### src/rtl/normalize_pkg.sv
// Shared definitions for the dot-product back end: width helpers and the
// normaliser FSM state encoding.
package normalize_pkg;

  typedef enum logic [2:0] {
    ST_IDLE,
    ST_LZC,
    ST_SHIFT,
    ST_ROUND,
    ST_OUT
  } state_t;

  function automatic int log2(input int value);
    return $clog2(value);
  endfunction

  function automatic int acc_width(input int x_width, input int m_width);
    return 2 * x_width + m_width + 2;
  endfunction

  function automatic int bias(input int e_width);
    return (1 << (e_width - 1)) - 1;
  endfunction

endpackage

### src/rtl/normalize_lzc.sv
// Leading-one position encoder: index of the most significant set bit, plus
// a flag for an all-zero input. Purely combinational.
module lzc #(
  parameter int WIDTH = 45,
  parameter int POS_W = normalize_pkg::log2(WIDTH)
) (
  input  logic [WIDTH-1:0] value,
  output logic [POS_W-1:0] pos,
  output logic             zero
);

  // Later (higher) hits overwrite earlier ones, so the MSB wins.
  always_comb begin
    pos = '0;
    for (int i = 0; i < WIDTH; i++) begin
      if (value[i]) pos = POS_W'(i);
    end
  end

  assign zero = ~|value;

endmodule

### src/rtl/normalize.sv
// Converts the signed fixed-point adder-tree sum back into a packed float
// using a five-state FSM (magnitude, LZC, shift, round-to-nearest-even, out).
module normalize
  import normalize_pkg::*;
#(
  parameter int N          = 1024,
  parameter int DATA_WIDTH = 32,
  parameter int E_WIDTH    = 8,
  parameter int M_WIDTH    = 23,
  parameter int X_WIDTH    = log2(N),
  parameter int ACC_WIDTH  = acc_width(X_WIDTH, M_WIDTH)
) (
  input  logic                  clock,
  input  logic                  resetn,
  input  logic                  valid_i,
  output logic                  ready_o,
  input  logic [ACC_WIDTH-1:0]  acc_i,
  input  logic [E_WIDTH-1:0]    e_i,
  output logic                  valid_o,
  input  logic                  ready_i,
  output logic [DATA_WIDTH-1:0] result_o
);

  localparam int BP    = M_WIDTH + X_WIDTH;
  localparam int P_W   = log2(ACC_WIDTH);
  localparam int EXP_W = E_WIDTH + 2;
  localparam logic [EXP_W-1:0] EXP_MAX = EXP_W'((1 << E_WIDTH) - 1);

  state_t state_reg, state_next;

  logic                  sign_reg;
  logic [ACC_WIDTH-1:0]  mag_reg;
  logic [E_WIDTH-1:0]    e_reg;
  logic                  zero_reg;
  logic [P_W-1:0]        p_reg;
  logic [EXP_W-1:0]      exp_reg;
  logic [M_WIDTH-1:0]    mant_reg;
  logic                  guard_reg;
  logic                  sticky_reg;
  logic [DATA_WIDTH-1:0] result_reg;
  logic                  valid_reg;

  logic [ACC_WIDTH-1:0]  mag_next;
  logic [P_W-1:0]        lzc_pos;
  logic                  lzc_zero;
  logic [EXP_W-1:0]      exp_next;
  logic [P_W-1:0]        shift_amt;
  logic [ACC_WIDTH-2:0]  shifted;
  logic                  round_up;
  logic [M_WIDTH:0]      mant_sum;
  logic [EXP_W-1:0]      exp_rnd;
  logic [DATA_WIDTH-1:0] result_next;

  lzc #(
    .WIDTH (ACC_WIDTH),
    .POS_W (P_W)
  ) u_lzc (
    .value (mag_reg),
    .pos   (lzc_pos),
    .zero  (lzc_zero)
  );

  always_ff @(posedge clock or negedge resetn) begin
    if (!resetn) state_reg <= ST_IDLE;
    else         state_reg <= state_next;
  end

  always_comb begin
    state_next = state_reg;
    case (state_reg)
      ST_IDLE:  if (valid_i) state_next = ST_LZC;
      ST_LZC:   state_next = ST_SHIFT;
      ST_SHIFT: state_next = ST_ROUND;
      ST_ROUND: state_next = ST_OUT;
      ST_OUT:   if (ready_i) state_next = ST_IDLE;
      default:  state_next = ST_IDLE;
    endcase
  end

  assign ready_o  = (state_reg == ST_IDLE);
  assign valid_o  = valid_reg;
  assign result_o = result_reg;

  // Unsigned negation covers the most negative input: it maps to 2^(ACC_WIDTH-1).
  assign mag_next = acc_i[ACC_WIDTH-1] ? (~acc_i + ACC_WIDTH'(1)) : acc_i;

  // Two guard bits of headroom keep e + p - BP from wrapping either way.
  assign exp_next = EXP_W'(e_reg) + EXP_W'(lzc_pos) - EXP_W'(BP);

  // The leading one itself is dropped by the truncation (hidden bit).
  assign shift_amt = P_W'(ACC_WIDTH - 1) - p_reg;
  assign shifted   = (ACC_WIDTH-1)'(mag_reg << shift_amt);

  assign round_up = guard_reg & (sticky_reg | mant_reg[0]);
  assign mant_sum = {1'b0, mant_reg} + (M_WIDTH+1)'(round_up);
  assign exp_rnd  = exp_reg + EXP_W'(mant_sum[M_WIDTH]);

  always_comb begin
    result_next = '0;
    if (zero_reg) begin
      result_next = '0;
    end else if (!exp_rnd[EXP_W-1] && (exp_rnd >= EXP_MAX)) begin
      result_next = {sign_reg, {E_WIDTH{1'b1}}, {M_WIDTH{1'b0}}};
    end else if (exp_rnd[EXP_W-1] || (exp_rnd == '0)) begin
      result_next = {sign_reg, {(DATA_WIDTH-1){1'b0}}};
    end else begin
      result_next = {sign_reg, exp_rnd[E_WIDTH-1:0], mant_sum[M_WIDTH-1:0]};
    end
  end

  always_ff @(posedge clock or negedge resetn) begin
    if (!resetn) begin
      sign_reg   <= 1'b0;
      mag_reg    <= '0;
      e_reg      <= '0;
      zero_reg   <= 1'b0;
      p_reg      <= '0;
      exp_reg    <= '0;
      mant_reg   <= '0;
      guard_reg  <= 1'b0;
      sticky_reg <= 1'b0;
      result_reg <= '0;
      valid_reg  <= 1'b0;
    end else begin
      case (state_reg)
        ST_IDLE: begin
          if (valid_i) begin
            sign_reg <= acc_i[ACC_WIDTH-1];
            mag_reg  <= mag_next;
            e_reg    <= e_i;
          end
        end
        ST_LZC: begin
          zero_reg <= lzc_zero;
          p_reg    <= lzc_pos;
          exp_reg  <= exp_next;
        end
        ST_SHIFT: begin
          mant_reg   <= shifted[ACC_WIDTH-2 -: M_WIDTH];
          guard_reg  <= shifted[ACC_WIDTH-2-M_WIDTH];
          sticky_reg <= |shifted[ACC_WIDTH-3-M_WIDTH:0];
        end
        ST_ROUND: begin
          result_reg <= result_next;
          valid_reg  <= 1'b1;
        end
        ST_OUT: begin
          if (ready_i) valid_reg <= 1'b0;
        end
        default: ;
      endcase
    end
  end

endmodule

### config.mk
export PLATFORM = sky130hd
export DESIGN_NAME = normalize
export DESIGN_NICKNAME = d
export VERILOG_FILES = /design/src/rtl/normalize_pkg.sv /design/src/rtl/normalize_lzc.sv /design/src/rtl/normalize.sv
export SDC_FILE = /design/constraint.sdc
export NUM_CORES = 1
export LEC_CHECK = 0
export ABC_CLOCK_PERIOD_IN_PS = 3640
export CORE_MARGIN = 2
export CORE_UTILIZATION = 53
export DETAILED_ROUTE_END_ITERATION = 10
export PLACE_DENSITY = 0.77
export SETUP_SLACK_MARGIN = 0.2
export SLEW_MARGIN = 10
export SYNTH_ARGS = -nofsm -noshare
export SYNTH_HDL_FRONTEND = slang
export SYNTH_HIERARCHICAL = 1
export SYNTH_SLANG_ARGS = --single-unit
### constraint.sdc
create_clock -name clock -period 3.64 [get_ports clock]
set_clock_uncertainty 0.15 [all_clocks]
set_input_delay 0.364 -clock clock [delete_from_list [all_inputs] [get_ports clock]]
set_output_delay 0.364 -clock clock [all_outputs]
set_load 0.1 [all_outputs]
## Word level (Yosys, flattened, before mapping)

Index checks and enable logic that the tools add are counted.

| operators by class | value |
|---|---|
| add/subtract/negate cells | 6 |
| multiply operators | 0 |
| divide/modulo/power cells | 0 |
| $lt $le $gt $ge | 1 |
| equality and inequality tests | 6 |
| shifts and indexed selects | 1 |
| muxes and demuxes | 53 |
| bitwise operators | 3 |
| reductions and logical operators | 12 |

Operators with widths:

| kind | number |
|---|---|
| 5-bit 2-to-1 mux | 16 |
| 6-bit 2-to-1 mux | 13 |
| 31-bit 2-to-1 mux | 2 |
| 45-bit by 1-bit adder with 45-bit output (second input constant) | 1 |
| 45-bit 2-to-1 mux | 1 |
| 45-bit NOT | 1 |
| 45-bit OR reduction | 1 |
| 45-bit by 6-bit << shifter with 44-bit output | 1 |
| 32-bit 2-to-1 mux | 1 |
| 4-bit 2-to-1 mux | 8 |
| 23-bit by 1-bit adder with 24-bit output | 1 |
| 20-bit OR reduction | 1 |
| 3-bit 2-to-1 mux | 6 |
| 3-bit case mux with 5 select lines | 1 |
| 10-bit by 1-bit adder with 10-bit output | 1 |
| 10-bit by 8-bit >= comparator with 1-bit output (second input constant) | 1 |
| 10-bit logical NOT | 1 |
| 9-bit by 6-bit subtractor with 10-bit output (second input constant) | 1 |
| 8-bit by 6-bit adder with 9-bit output | 1 |
| 3-bit by 2-bit == test with 1-bit output (second input constant) | 2 |
| 2-bit AND reduction | 3 |
| 6-bit subtractor (first input constant) | 1 |
| 2-bit 2-to-1 mux | 2 |
| 2-bit != test (second input constant) | 2 |
| 11 further kinds | 13 |

| word-level totals | value |
|---|---|
| bits in registers | 132 |
| bits in latches | 0 |
| memory bits (writable) | 0 |
| ROM bits | 0 |
| bits of input ports | 57 |
| output and inout bits | 34 |
| logic and storage cells | 94 |
| memories kept | 0 |

## Depth between registers and ports, before layout

Gate-level depths: netlist of the first run.

| logic depth | value |
|---|---|
| depth in word-level cells | 46 |
| mapped depth | 18 |

## By module

The synthesis of the first run kept the hierarchy.

By module, submodules not included:

| module | instances | cells each | area an instance (µm²) | seq. area each (µm²) |
|---|---|---|---|---|
| normalize | 1 | 1,060 | 9,281.4 | 3,303.2 |
| lzc | 1 | 92 | 564.3 | 0.0 |

## Least setup slack after synthesis of the first run

No wires, ideal clock.

| path | value |
|---|---|
| path kind | register to register |
| from | register state_reg[1] |
| to | register mag_reg[4] |
| arrival | 3.663 ns |
| setup slack | -0.307 ns |
| cell stages (with the launch flop) | 8 |
| period minus slack after synthesis | 3.947 ns |
| path through | dfrtp_1 clkbuf_1 nor3_1 nand2_1 clkbuf_1 clkbuf_1 nand2_1 o21ai_0 |

| between the ends | value |
|---|---|
| word-level cells in the longest chain between the ends | 2 |

RTL lines:

| what | RTL line | RTL |
|---|---|---|
| start: declaration | normalize.sv:29 | `state_t state_reg, state_next;` |
| start signal: assignment | normalize.sv:65 | `else state_reg <= state_next;` |
| 3-bit logical NOT | n/a |  |
| net ready_o | normalize.sv:16 | `output logic ready_o,` |
| 2-bit AND reduction (no source line) | n/a |  |
| end signal: assignment | normalize.sv:129 | `mag_reg <= mag_next;` |
| end: declaration | normalize.sv:32 | `logic [ACC_WIDTH-1:0] mag_reg;` |

The timed path passes the listed nets, and every way through them passes these cells.
A chain may end at the register's enable or synchronous reset.

## Final worst setup path of the first run

| path | value |
|---|---|
| from | register mag_reg[4] |
| to | register exp_reg[7] |

| between the ends | value |
|---|---|
| word-level cells in the longest chain between the ends | 43 |

RTL lines:

| what | RTL line | RTL |
|---|---|---|
| 3-bit 2-to-1 mux (4 in a row) | normalize_lzc.sv:16 | `if (value[i]) pos = POS_W'(i);` |
| 4-bit 2-to-1 mux (8 in a row) | normalize_lzc.sv:16 |  |
| 5-bit 2-to-1 mux (16 in a row) | normalize_lzc.sv:16 |  |
| 6-bit 2-to-1 mux (13 in a row) | normalize_lzc.sv:16 |  |
| net lzc_pos[1] | normalize.sv:44 | `logic [P_W-1:0] lzc_pos;` |
| 8-bit by 6-bit adder with 9-bit output | normalize.sv:88 | `assign exp_next = EXP_W'(e_reg) + EXP_W'(lzc_pos) - EXP_W'(BP);` |
| 9-bit by 6-bit subtractor with 10-bit output | normalize.sv:88 |  |
| end signal: assignment | normalize.sv:136 | `exp_reg <= exp_next;` |
| end: declaration | normalize.sv:36 | `logic [EXP_W-1:0] exp_reg;` |

The timed path passes the listed nets, and every way through them passes these cells.

==> results of run 1 <==
-- synth_stat cells, types with 27 or more instances --
| library cell | n |
|---|---|
| o21ai_0 | 137 |
| xnor2_1 | 35 |
| clkbuf_1 | 41 |
| dfrtp_1 | 132 |
| nor2_1 | 67 |
| mux4_2 | 32 |
| nor3_1 | 27 |
| a21oi_1 | 52 |
| inv_1 | 47 |
| nand3_1 | 46 |
| nand2_1 | 216 |
| xor2_1 | 50 |
| mux2i_1 | 35 |
-- layout make-up --
class                      instances  area [sq um]
multi-input combinational        912          6500
clock inverter                    13           150
fill                            1408          5490
sequential                       132          3320
inverter                          47           179
tap                              229           287
timing repair buffer             192          1720
clock buffer                      19           443
-- final timing paths --
kind	start	to	slack, ps	cells after the start
max in group asynchronous	resetn	mag_reg[5]	2320	3
max reg2reg	mag_reg[4]	exp_reg[7]	100	19
max	mag_reg[4]	exp_reg[7]	100	19
min reg2reg	result_o[15]	result_o[15]	320	2
min in group asynchronous	resetn	result_o[29]	430	3
min	result_o[15]	result_o[15]	320	2
-- layer usage --
layer	global-route usage	vias up	part of all wire	wire (um)
met5	0	-	0	0
met4	0.112	0	0.035	959
met3	0.0356	71	0.043	1180
met2	0.456	329	0.49	13400
met1	0.371	4416	0.44	12100
li1	-	4448	-	-
-- worst max-delay path: stages (launching register included) --
cell	delay, ps
dfrtp_1	420
buf_6	140
o311ai_4	220
o311ai_2	150
buf_4	170
a31oi_4	150
o311a_1	250
inv_2	60
ha_4	210
inv_4	50
ha_4	130
inv_2	40
fa_2	390
nor2b_2	140
o21ai_2	70
nand2b_1	120
a21o_1	150
a21o_1	160
xor2_1	140
o21ai_1	80
-- per-stage QoR --
stage	setup WS [ps]	hold WS [ps]
after floorplan	215	-81.6
after global placement	56.2	312
after detailed placement	-76.7	319
after CTS	196	312
after global routing	-25.9	354
final	104	322
-- cell families (layout without fill, tap and decap cells) --
kind of cell / Yosys count / in the layout / share of synthesized area
muxes: 83 / 83 / 0.135
buffers and inverters: 108 / 271 / 0.0459
and+or+nand+nor: 440 / 440 / 0.207
xor gates and xnor gates: 86 / 86 / 0.0784
AOI/OAI and AO/OA: 283 / 283 / 0.172
adders and majority gates: 20 / 20 / 0.0262
DFF: 132 / 132 / 0.335
-- repair_timing --
action | in CTS | in global routing
endpoints found under the setup margin | 28 | 37
pin swaps | 13 | 22
endpoints found under the hold margin | 132 | 0
resized for setup | 46 | 47
hold buffers | 1 | 0
buffers inserted | 19 | 24
-- cells in the final DEF (no fill, tap or decap), types with 8 or more instances in the layout --
| master | count |
|---|---|
| o211ai_1 | 8 |
| clkbuf_16 | 17 |
| and3_1 | 12 |
| o21ai_0 | 130 |
| xnor2_1 | 30 |
| mux2i_1 | 35 |
| mux4_2 | 32 |
| o41ai_1 | 9 |
| o31ai_1 | 10 |
| ha_1 | 14 |
| a21oi_1 | 50 |
| clkdlybuf4s50_1 | 88 |
| nand3_1 | 43 |
| dfrtp_1 | 120 |
| nor2b_1 | 9 |
| buf_4 | 94 |
| nand2b_1 | 9 |
| dfrtp_2 | 12 |
| a31oi_1 | 9 |
| xor2_1 | 49 |
| nand2_1 | 215 |
| mux2_2 | 11 |
| nor2_2 | 8 |
| nor3_1 | 26 |
| inv_1 | 43 |
| nor2_1 | 58 |
==> metrics.md, run 1 <==
| Metric | Value |
|---|---|
| Routed vias/inst | `approximately 6` |
| WP data arrival | `between 3000 and 4000 ps` |
| Count of flip-flops with a built-in enable after synthesis | `0` |
| IO Port Bufs | `90` |
| Top cell type's share of synthesized area | `0.335` |
| Outcome | `finished, final reports clean` |
| CTS H-tree depth | `4` |
| Yosys reg bits | `about 130` |
| Largest register FFs | `45` |
| Least-Margin Pin Slew | `1040 ps` |
| Gr ovfl total | `0` |
| Nets | `~1.4k` |
| Gr usage total | `0.276` |
| Slew HR | `0.301` |
| Final core occ | `0.696` |
| Maximum capacitance violations | `0` |
| CTS Buffer Depth | `2` |
| Remaining DRCs | `0` |
| TritonCTS clock tree | `done` |
| Critical path class | `reg2reg` |
| Reg clk slew, reported paths | `about 70 ps` |
| CP max FO | `3` |
| DRT antenna net count | `0` |
| Synth area leaders | `dfrtp_1 34%, nand2_1 8.2%, mux4_2 7.3%` |
| Endpoints failing setup | `0` |
| Final TNS setup | `0 ps` |
| Initial drt markers | `~740` |
| Highest Clock Rate | `283 MHz` |
| Unrepaired setup endpoints after global routing | `yes` |
| Die H | `between 100 and 150 um` |
| CTS Buf Count | `17` |
| Vias post-DR | `9264` |
| Synth Instances | `between 1k and 1.5k` |
| Post-Layout Cell Count | `around 1.5k` |
| Core Region | `between 0.015 and 0.02 sq mm` |
| Row count | `49` |
| Post-synth net total | `between 1k and 1.5k` |
| Register area share after synthesis | `0.335` |
| Die W | `approximately 140 um` |
| Antenna Cells | `0` |
| RePlAce Congestion | `around 1` |
| Critical Path Sink Type | `flop` |
| Asr flop ratio synth | `1.00` |
| Wirelength per Cell | `approximately 18 um` |
| Clock latency on the worst-skew pair | `430 ps` |
| CP required | `approximately 3800 ps` |
| Syn Area/Cell | `between 8 and 9 sq um` |
| Area of the die | `between 0.015 and 0.02 sq mm` |
| TritonRoute pass-1 iters | `5` |
| Global-route wire length before repair | `roughly 44000 um` |
| Hold Path Class | `reg2reg` |
| Cell variety after synth | `68` |
| Synth warn | `6` |
| Final Cycle Share | `0.971` |
| Min Tclk post-route | `approximately 3500 ps` |
| Commonest register cell after synthesis | `dfrtp_1` |
| Placed cell count | `1468` |
| DP HPWL | `around 19000 um` |
| Total I/O pin count | `slightly above 90` |
| Leading area contributor after synthesis | `dfrtp_1` |
| Post-route design area | `about 0.013 sq mm` |
| Layout cell share with drive strength beyond 1 | `0.198` |
| DP Area | `around 0.011 sq mm` |
| Clk sinks | `approximately 130` |
| Netlist Area Pre-Place | `between 0.009 and 0.01 sq mm` |
| Area Growth Syn to Fin | `27.9%` |
| Slew Viols, Final | `0` |
| Vias in the first global route | `just under 9k` |
| Hold Fails Final Rpt | `0` |
| CP Launch Type | `flop` |
| Root Buffer | `clkbuf_16` |
| Total Wirelength | `~28000 um` |
| Initial core utilization | `0.544` |
| Initial antenna violation count | `0` |
| Pin count of the biggest net entering global routing | `roughly 130` |
Power of run 1 is not shown: default switching activity piles up to over one toggle a cycle in this logic, so the estimate is an artifact.
==> run 2, diff against run 1 <==
CORE_UTILIZATION = 50   (was 53)
PLACE_DENSITY = 0.74   (was 0.77)
SKIP_CTS_REPAIR_TIMING = 1   (was not set)
==> run 2 against run 1 <==
Against the previous run: via count is 3.2% lower; register-to-register slack better by 20 ps; sequential share of layout area is 0.31 points higher; design area is 1.3% lower; count of clock-buffer cells in the layout is 1 higher; non-clock buffer count is 17 lower; critical path type unchanged; hold slack better by 0.66 ps; die area is 5.8% higher.
==> metrics.md, run 2 (same netlist as run 1, synthesis figures left out) <==
| Metric | Value |
|---|---|
| Outcome | `finished, final reports clean` |
| Multi-input logic area | `0.00648 sq mm (-0.38%)` |
| Hold Fails Final Rpt | `0 (unchanged)` |
| Min Tclk post-route | `3510 ps (-22.3 ps)` |
| Critical Path Sink Type | `flop` |
| Area Growth Syn to Fin | `26.3%` |
| Highest-delay cell along the critical path | `dfrtp_2` |
| Unrepaired setup endpoints after global routing | `yes` |
| Highest Clock Rate | `285 MHz (+0.63%)` |
| DRT antenna net count | `0 (unchanged)` |
| CTS H-tree depth | `4 (unchanged)` |
| Fillers | `1672 (+19%)` |
| Place WS | `-21.7 ps (+55.0 ps)` |
| Gr ovfl total | `0 (unchanged)` |
| Critical path class | `reg2reg` |
| IO Port Bufs | `90 (unchanged)` |
| Hold Path Class | `reg2reg` |
| Wirelength per Cell | `16.8 um (-6.0%)` |
| Root Buffer | `clkbuf_16` |
| Total Wirelength | `26200 um (-5.0%)` |
| RePlAce Congestion | `0.945 (-5.5%)` |
| Initial antenna violation count | `0 (unchanged)` |
| CTS Buffer Depth | `2 (unchanged)` |
| CP max FO | `5 (+2)` |
| Clk sinks | `132 (unchanged)` |
| Gr usage total | `0.251 (-0.0249)` |
| Reg clk slew, reported paths | `60 ps (about the same)` |
| WP data arrival | `3660 ps (-30 ps)` |
| DP HPWL | `19200 um (+0.24%)` |
| TritonRoute pass-1 iters | `5 (unchanged)` |
| Global-route wire length before repair | `41500 um (-5.4%)` |
| Final TNS setup | `0 ps (unchanged)` |
| Clock latency on the worst-skew pair | `420 ps (about the same)` |
| Core Region | `0.0194 sq mm (+7.3%)` |
| Initial core utilization | `0.508 (-0.0368)` |
| CP required | `3790 ps (about the same)` |
| Largest register FFs | `45 (unchanged)` |
| Commonest non-fill, non-tap cell in the layout | `nand2_1` |
| Final WS setup | `126 ps (+22.3 ps)` |
| TritonCTS clock tree | `done` |
| Final Cycle Share | `0.965 (-0.00612)` |
| Row count | `51 (+4.1%)` |
| Commonest cells after routing, fill and taps aside | `215 x nand2_1, 123 x dfrtp_1, 122 x o21ai_0` |
| CP Cell Sequence | `nor4_4 > o21ai_1 > nand4_1 > a31oi_4 > o311a_1 > inv_2 > ha_4 > inv_2 > ha_4 > inv_2 > fa_2 > nor2b_1 > o21ai_1 > nand2b_1 > a21o_1 > a21o_1 > xor2_1 > o21ai_1` |
| CP Launch Type | `flop` |
| Die W | `144 um (+2.9%)` |
| Slew Viols, Final | `0 (unchanged)` |
| Antenna Cells | `0 (unchanged)` |
| Vias post-DR | `8966 (-3.2%)` |
| Remaining DRCs | `0 (unchanged)` |
| Total I/O pin count | `91 (unchanged)` |
| CTS Buf Count | `17 (unchanged)` |
| Pin count of the biggest net entering global routing | `71 (-47%)` |
| Least-Margin Pin Slew | `1070 ps (+22.1 ps)` |
| Die H | `144 um (+2.9%)` |
| Slew HR | `0.286 (-0.0148)` |
| Endpoints failing setup | `0 (unchanged)` |
| Area of the die | `0.0208 sq mm (+5.8%)` |
| Worst-case reg-to-reg path depth | `18 (-1)` |
| Routed vias/inst | `5.74 (-4.3%)` |
| Initial drt markers | `571 (-23%)` |
| Hold depth | `2 (unchanged)` |
| Maximum capacitance violations | `0 (unchanged)` |
| Vias in the first global route | `8277 (-4.8%)` |
| Worst path max stage delay | `440 ps (+20 ps)` |
| Layout cell share with drive strength beyond 1 | `0.178 (-0.0195)` |
| Nets | `1362 (-1.2%)` |
| Sequential Area | `0.00331 sq mm (-0.11%)` |
## run 2: cell count changes in the layout (fill, tap and decap cells not counted), sizes merged
cell,before,now
inv,51,47
bufinv,2,1
clkinv,3,6
clkinvlp,4,3
buf,103,86
clkbuf,19,20
## run 2: worst paths after layout
| check | startpoint | end | slack, ps |
|---|---|---|---|
| max | mag_reg[22] | exp_reg[7] | 130 |
| min | result_o[5] | result_o[5] | 320 |
| max reg2reg | mag_reg[22] | exp_reg[7] | 130 |
| min reg2reg | result_o[5] | result_o[5] | 320 |
| max in group asynchronous | resetn | mag_reg[7] | 2050 |
| min in group asynchronous | resetn | result_o[28] | 430 |
## run 2: metrics by stage
stage           util  hold slack, ps  cell area [sq um]  std cells
6_report       0.641             323              12400       1561
5_1_grt        0.641             343              12400       1561
4_1_cts        0.612           -85.5              11900       1534
3_5_place_dp   0.584             318              11300       1504
3_3_place_gp   0.584             312              11300       1504
2_1_floorplan      -           -81.6               9870       1152
## run 2: layout make-up
cell class	instances	area share
multi-input combinational	912	0.521
sequential	132	0.267
timing repair buffer	175	0.129
clock inverter	10	0.00694
inverter	47	0.0142
clock buffer	20	0.0359
tap	265	0.0267
## run 2: critical path: cells and delay by family, from the launching register on
kind | cells | cell delay (ps)
simple gates | 4 | 770
fa+ha+maj | 3 | 720
flops | 1 | 440
xor+xnor | 1 | 150
compound gates | 7 | 1000
buf+inv | 3 | 190
## run 2: layer usage
layer  up-vias  track usage  share of wire
li1       4419            -              -
met1      4219        0.340           0.45
met2       278        0.409           0.48
met3        50       0.0301          0.042
met4         0        0.108          0.031
met5         -            0              0
Power of run 2 is left out for the same reason.
==> run 3, diff against run 2 <==
TNS_END_PERCENT = 50   (was not set)
==> run 3 against run 2 <==
Against the previous run: critical path depth stayed put; design area hardly changed; utilization hardly changed; highest routed layer unchanged.
==> metrics.md, run 3 (same netlist as run 1, synthesis figures left out) <==
| Metric | Value |
|---|---|
| Core Region | `0.0194 sq mm (unchanged)` |
| Nets | `1357 (-0.37%)` |
| Maximum capacitance violations | `0 (unchanged)` |
| Critical Path Sink Type | `flop` |
| CP max FO | `3 (-2)` |
| Reg2reg end | `exp_reg[7]` |
| Total Wirelength | `26500 um (+1.2%)` |
| Hold Fails Final Rpt | `0 (unchanged)` |
| Initial drt markers | `708 (+24%)` |
| Routed vias/inst | `5.85 (+1.8%)` |
| Critical path class | `reg2reg` |
| Final core occ | `0.641 (about the same)` |
| Commonest cells after routing, fill and taps aside | `215 x nand2_1, 124 x o21ai_0, 121 x dfrtp_1` |
| Initial core utilization | `0.508 (unchanged)` |
| WP data arrival | `3640 ps (-20 ps)` |
| IO Port Bufs | `90 (unchanged)` |
| Min Tclk post-route | `3480 ps (-33.1 ps)` |
| Reg clk slew, reported paths | `60 ps (about the same)` |
| Root Buffer | `clkbuf_16` |
| Launch point of the worst reg-to-reg path | `mag_reg[4]` |
| Die H | `144 um (unchanged)` |
| Area Growth Syn to Fin | `26.4% (about the same)` |
| Hold Path Class | `reg2reg` |
| Worst setup path end | `exp_reg[7]` |
| Die W | `144 um (unchanged)` |
| RePlAce Congestion | `0.947 (+0.28%)` |
| Least-Margin Pin Slew | `1110 ps (+41.5 ps)` |
| Clk sinks | `132 (unchanged)` |
| TritonRoute pass-1 iters | `5 (unchanged)` |
| Highest Clock Rate | `287 MHz (+0.95%)` |
| CTS H-tree depth | `4 (unchanged)` |
| Unrepaired setup endpoints after global routing | `yes` |
| Family with the most delay on the worst path | `compound AO/OA/AOI/OAI gates` |
| Pin count of the biggest net entering global routing | `71 (unchanged)` |
| Largest register FFs | `45 (unchanged)` |
| Vias in the first global route | `8548 (+3.3%)` |
| Area of the die | `0.0208 sq mm (unchanged)` |
| Endpoints failing setup | `0 (unchanged)` |
| Global-route wire length before repair | `42500 um (+2.4%)` |
| Crit path buffers/inverters | `4 (+1)` |
| Final Cycle Share | `0.956 (-0.00909)` |
| CTS Buffer Depth | `2 (unchanged)` |
| DP HPWL | `19400 um (+1.0%)` |
| CTS Buf Count | `17 (unchanged)` |
| Slew HR | `0.259 (-0.0278)` |
| Placed cell count | `1505 (+0.066%)` |
| Post-Layout Cell Count | `1557 (-0.26%)` |
| Highest-delay cell along the critical path | `dfrtp_1` |
| Worst setup path startpoint | `mag_reg[4]` |
| Stages on worst setup path | `18 (unchanged)` |
| Commonest non-fill, non-tap cell in the layout | `nand2_1` |
| Wirelength per Cell | `17.0 um (+1.5%)` |
| Initial antenna violation count | `0 (unchanged)` |
| Clock latency on the worst-skew pair | `430 ps (about the same)` |
| Vias post-DR | `9105 (+1.6%)` |
| CP Launch Type | `flop` |
| CP dominant cell by count | `inv_2` |
| Total I/O pin count | `91 (unchanged)` |
| Outcome | `finished, final reports clean` |
| CP Cell Sequence | `o311ai_2 > o311ai_2 > buf_4 > a31oi_4 > o311a_1 > inv_2 > ha_4 > inv_2 > ha_4 > inv_2 > fa_2 > nor2b_1 > o21ai_1 > nand2b_1 > a21o_1 > a21o_1 > xor2_1 > o21ai_1` |
| Row count | `51 (unchanged)` |
| CP required | `3800 ps (about the same)` |
| DRT antenna net count | `0 (unchanged)` |
| Gr usage total | `0.258 (+0.00676)` |
| Layout cell share with drive strength beyond 1 | `0.176 (-0.00254)` |
| TritonCTS clock tree | `done` |
| Worst path max stage delay | `400 ps (-40 ps)` |
| Slew Viols, Final | `0 (unchanged)` |
| Gr ovfl total | `0 (unchanged)` |
| Antenna Cells | `0 (unchanged)` |
| R2r setup slk | `160 ps (+30 ps)` |
| Worst-case reg-to-reg path depth | `18 (unchanged)` |
| Remaining DRCs | `0 (unchanged)` |
run 3: cell types whose count changed in the layout (fill, tap and decap cells not counted), moves of 2 or more:
cell / before / now
nand3_1: 44 / 46
dfrtp_1: 123 / 121
bufinv_16: 1 / 4
o21ai_1: 16 / 13
buf_4: 78 / 74
clkinv_4: 1 / 3
nor3_2: 3 / 1
clkinv_2: 5 / 0
nand3_2: 2 / 0
o21ai_0: 122 / 124
dfrtp_2: 9 / 11
nor3_1: 24 / 26
run 3: worst min path at each step:
stage,from,to,depth (start not counted),slack (ps)
5_1_grt,result_o[18],result_o[18],2,350
3_3_place_gp,result_o[20],result_o[20],2,310
2_1_floorplan,resetn,e_reg[0],0,-80
4_1_cts,resetn,result_o[28],1,-100
6_report,result_o[19],result_o[19],2,320
3_5_place_dp,result_o[3],result_o[3],2,320
run 3: tightest hold or removal path, delay by kind of cell (launching register included):
kind	cells	cell delay [ps]
and+or+nand+nor	1	50
DFF	1	340
AOI/OAI and AO/OA	1	50
run 3: per-stage QoR:
step                      hold slack (ps)  TNS [ps]  setup WS, ps  instance area [sq um]
after global placement                311         0          18.4                  11300
after detailed placement              319     -73.8         -73.8                  11300
after global routing                  352         0          30.1                  12400
final                                 322         0           159                  12400
after floorplan                     -81.6         0           102                   9850
after CTS                           -99.2      -251          -155                  11900
run 3: metal layers:
layer,part of all wire,GRT usage,vias to the layer above
li1,-,-,4408
met1,0.44,0.343,4316
met2,0.48,0.428,315
met3,0.044,0.0315,66
met4,0.037,0.109,0
met5,0,0,-
run 3: final cells by class:
class / count / area [sq um]
fill: 1683 / 6960
tap: 265 / 332
clock inverter: 11 / 178
multi-input combinational: 912 / 6440
sequential: 132 / 3320
clock buffer: 20 / 447
timing repair buffer: 170 / 1550
inverter: 47 / 176
Power of run 3 is left out for the same reason.
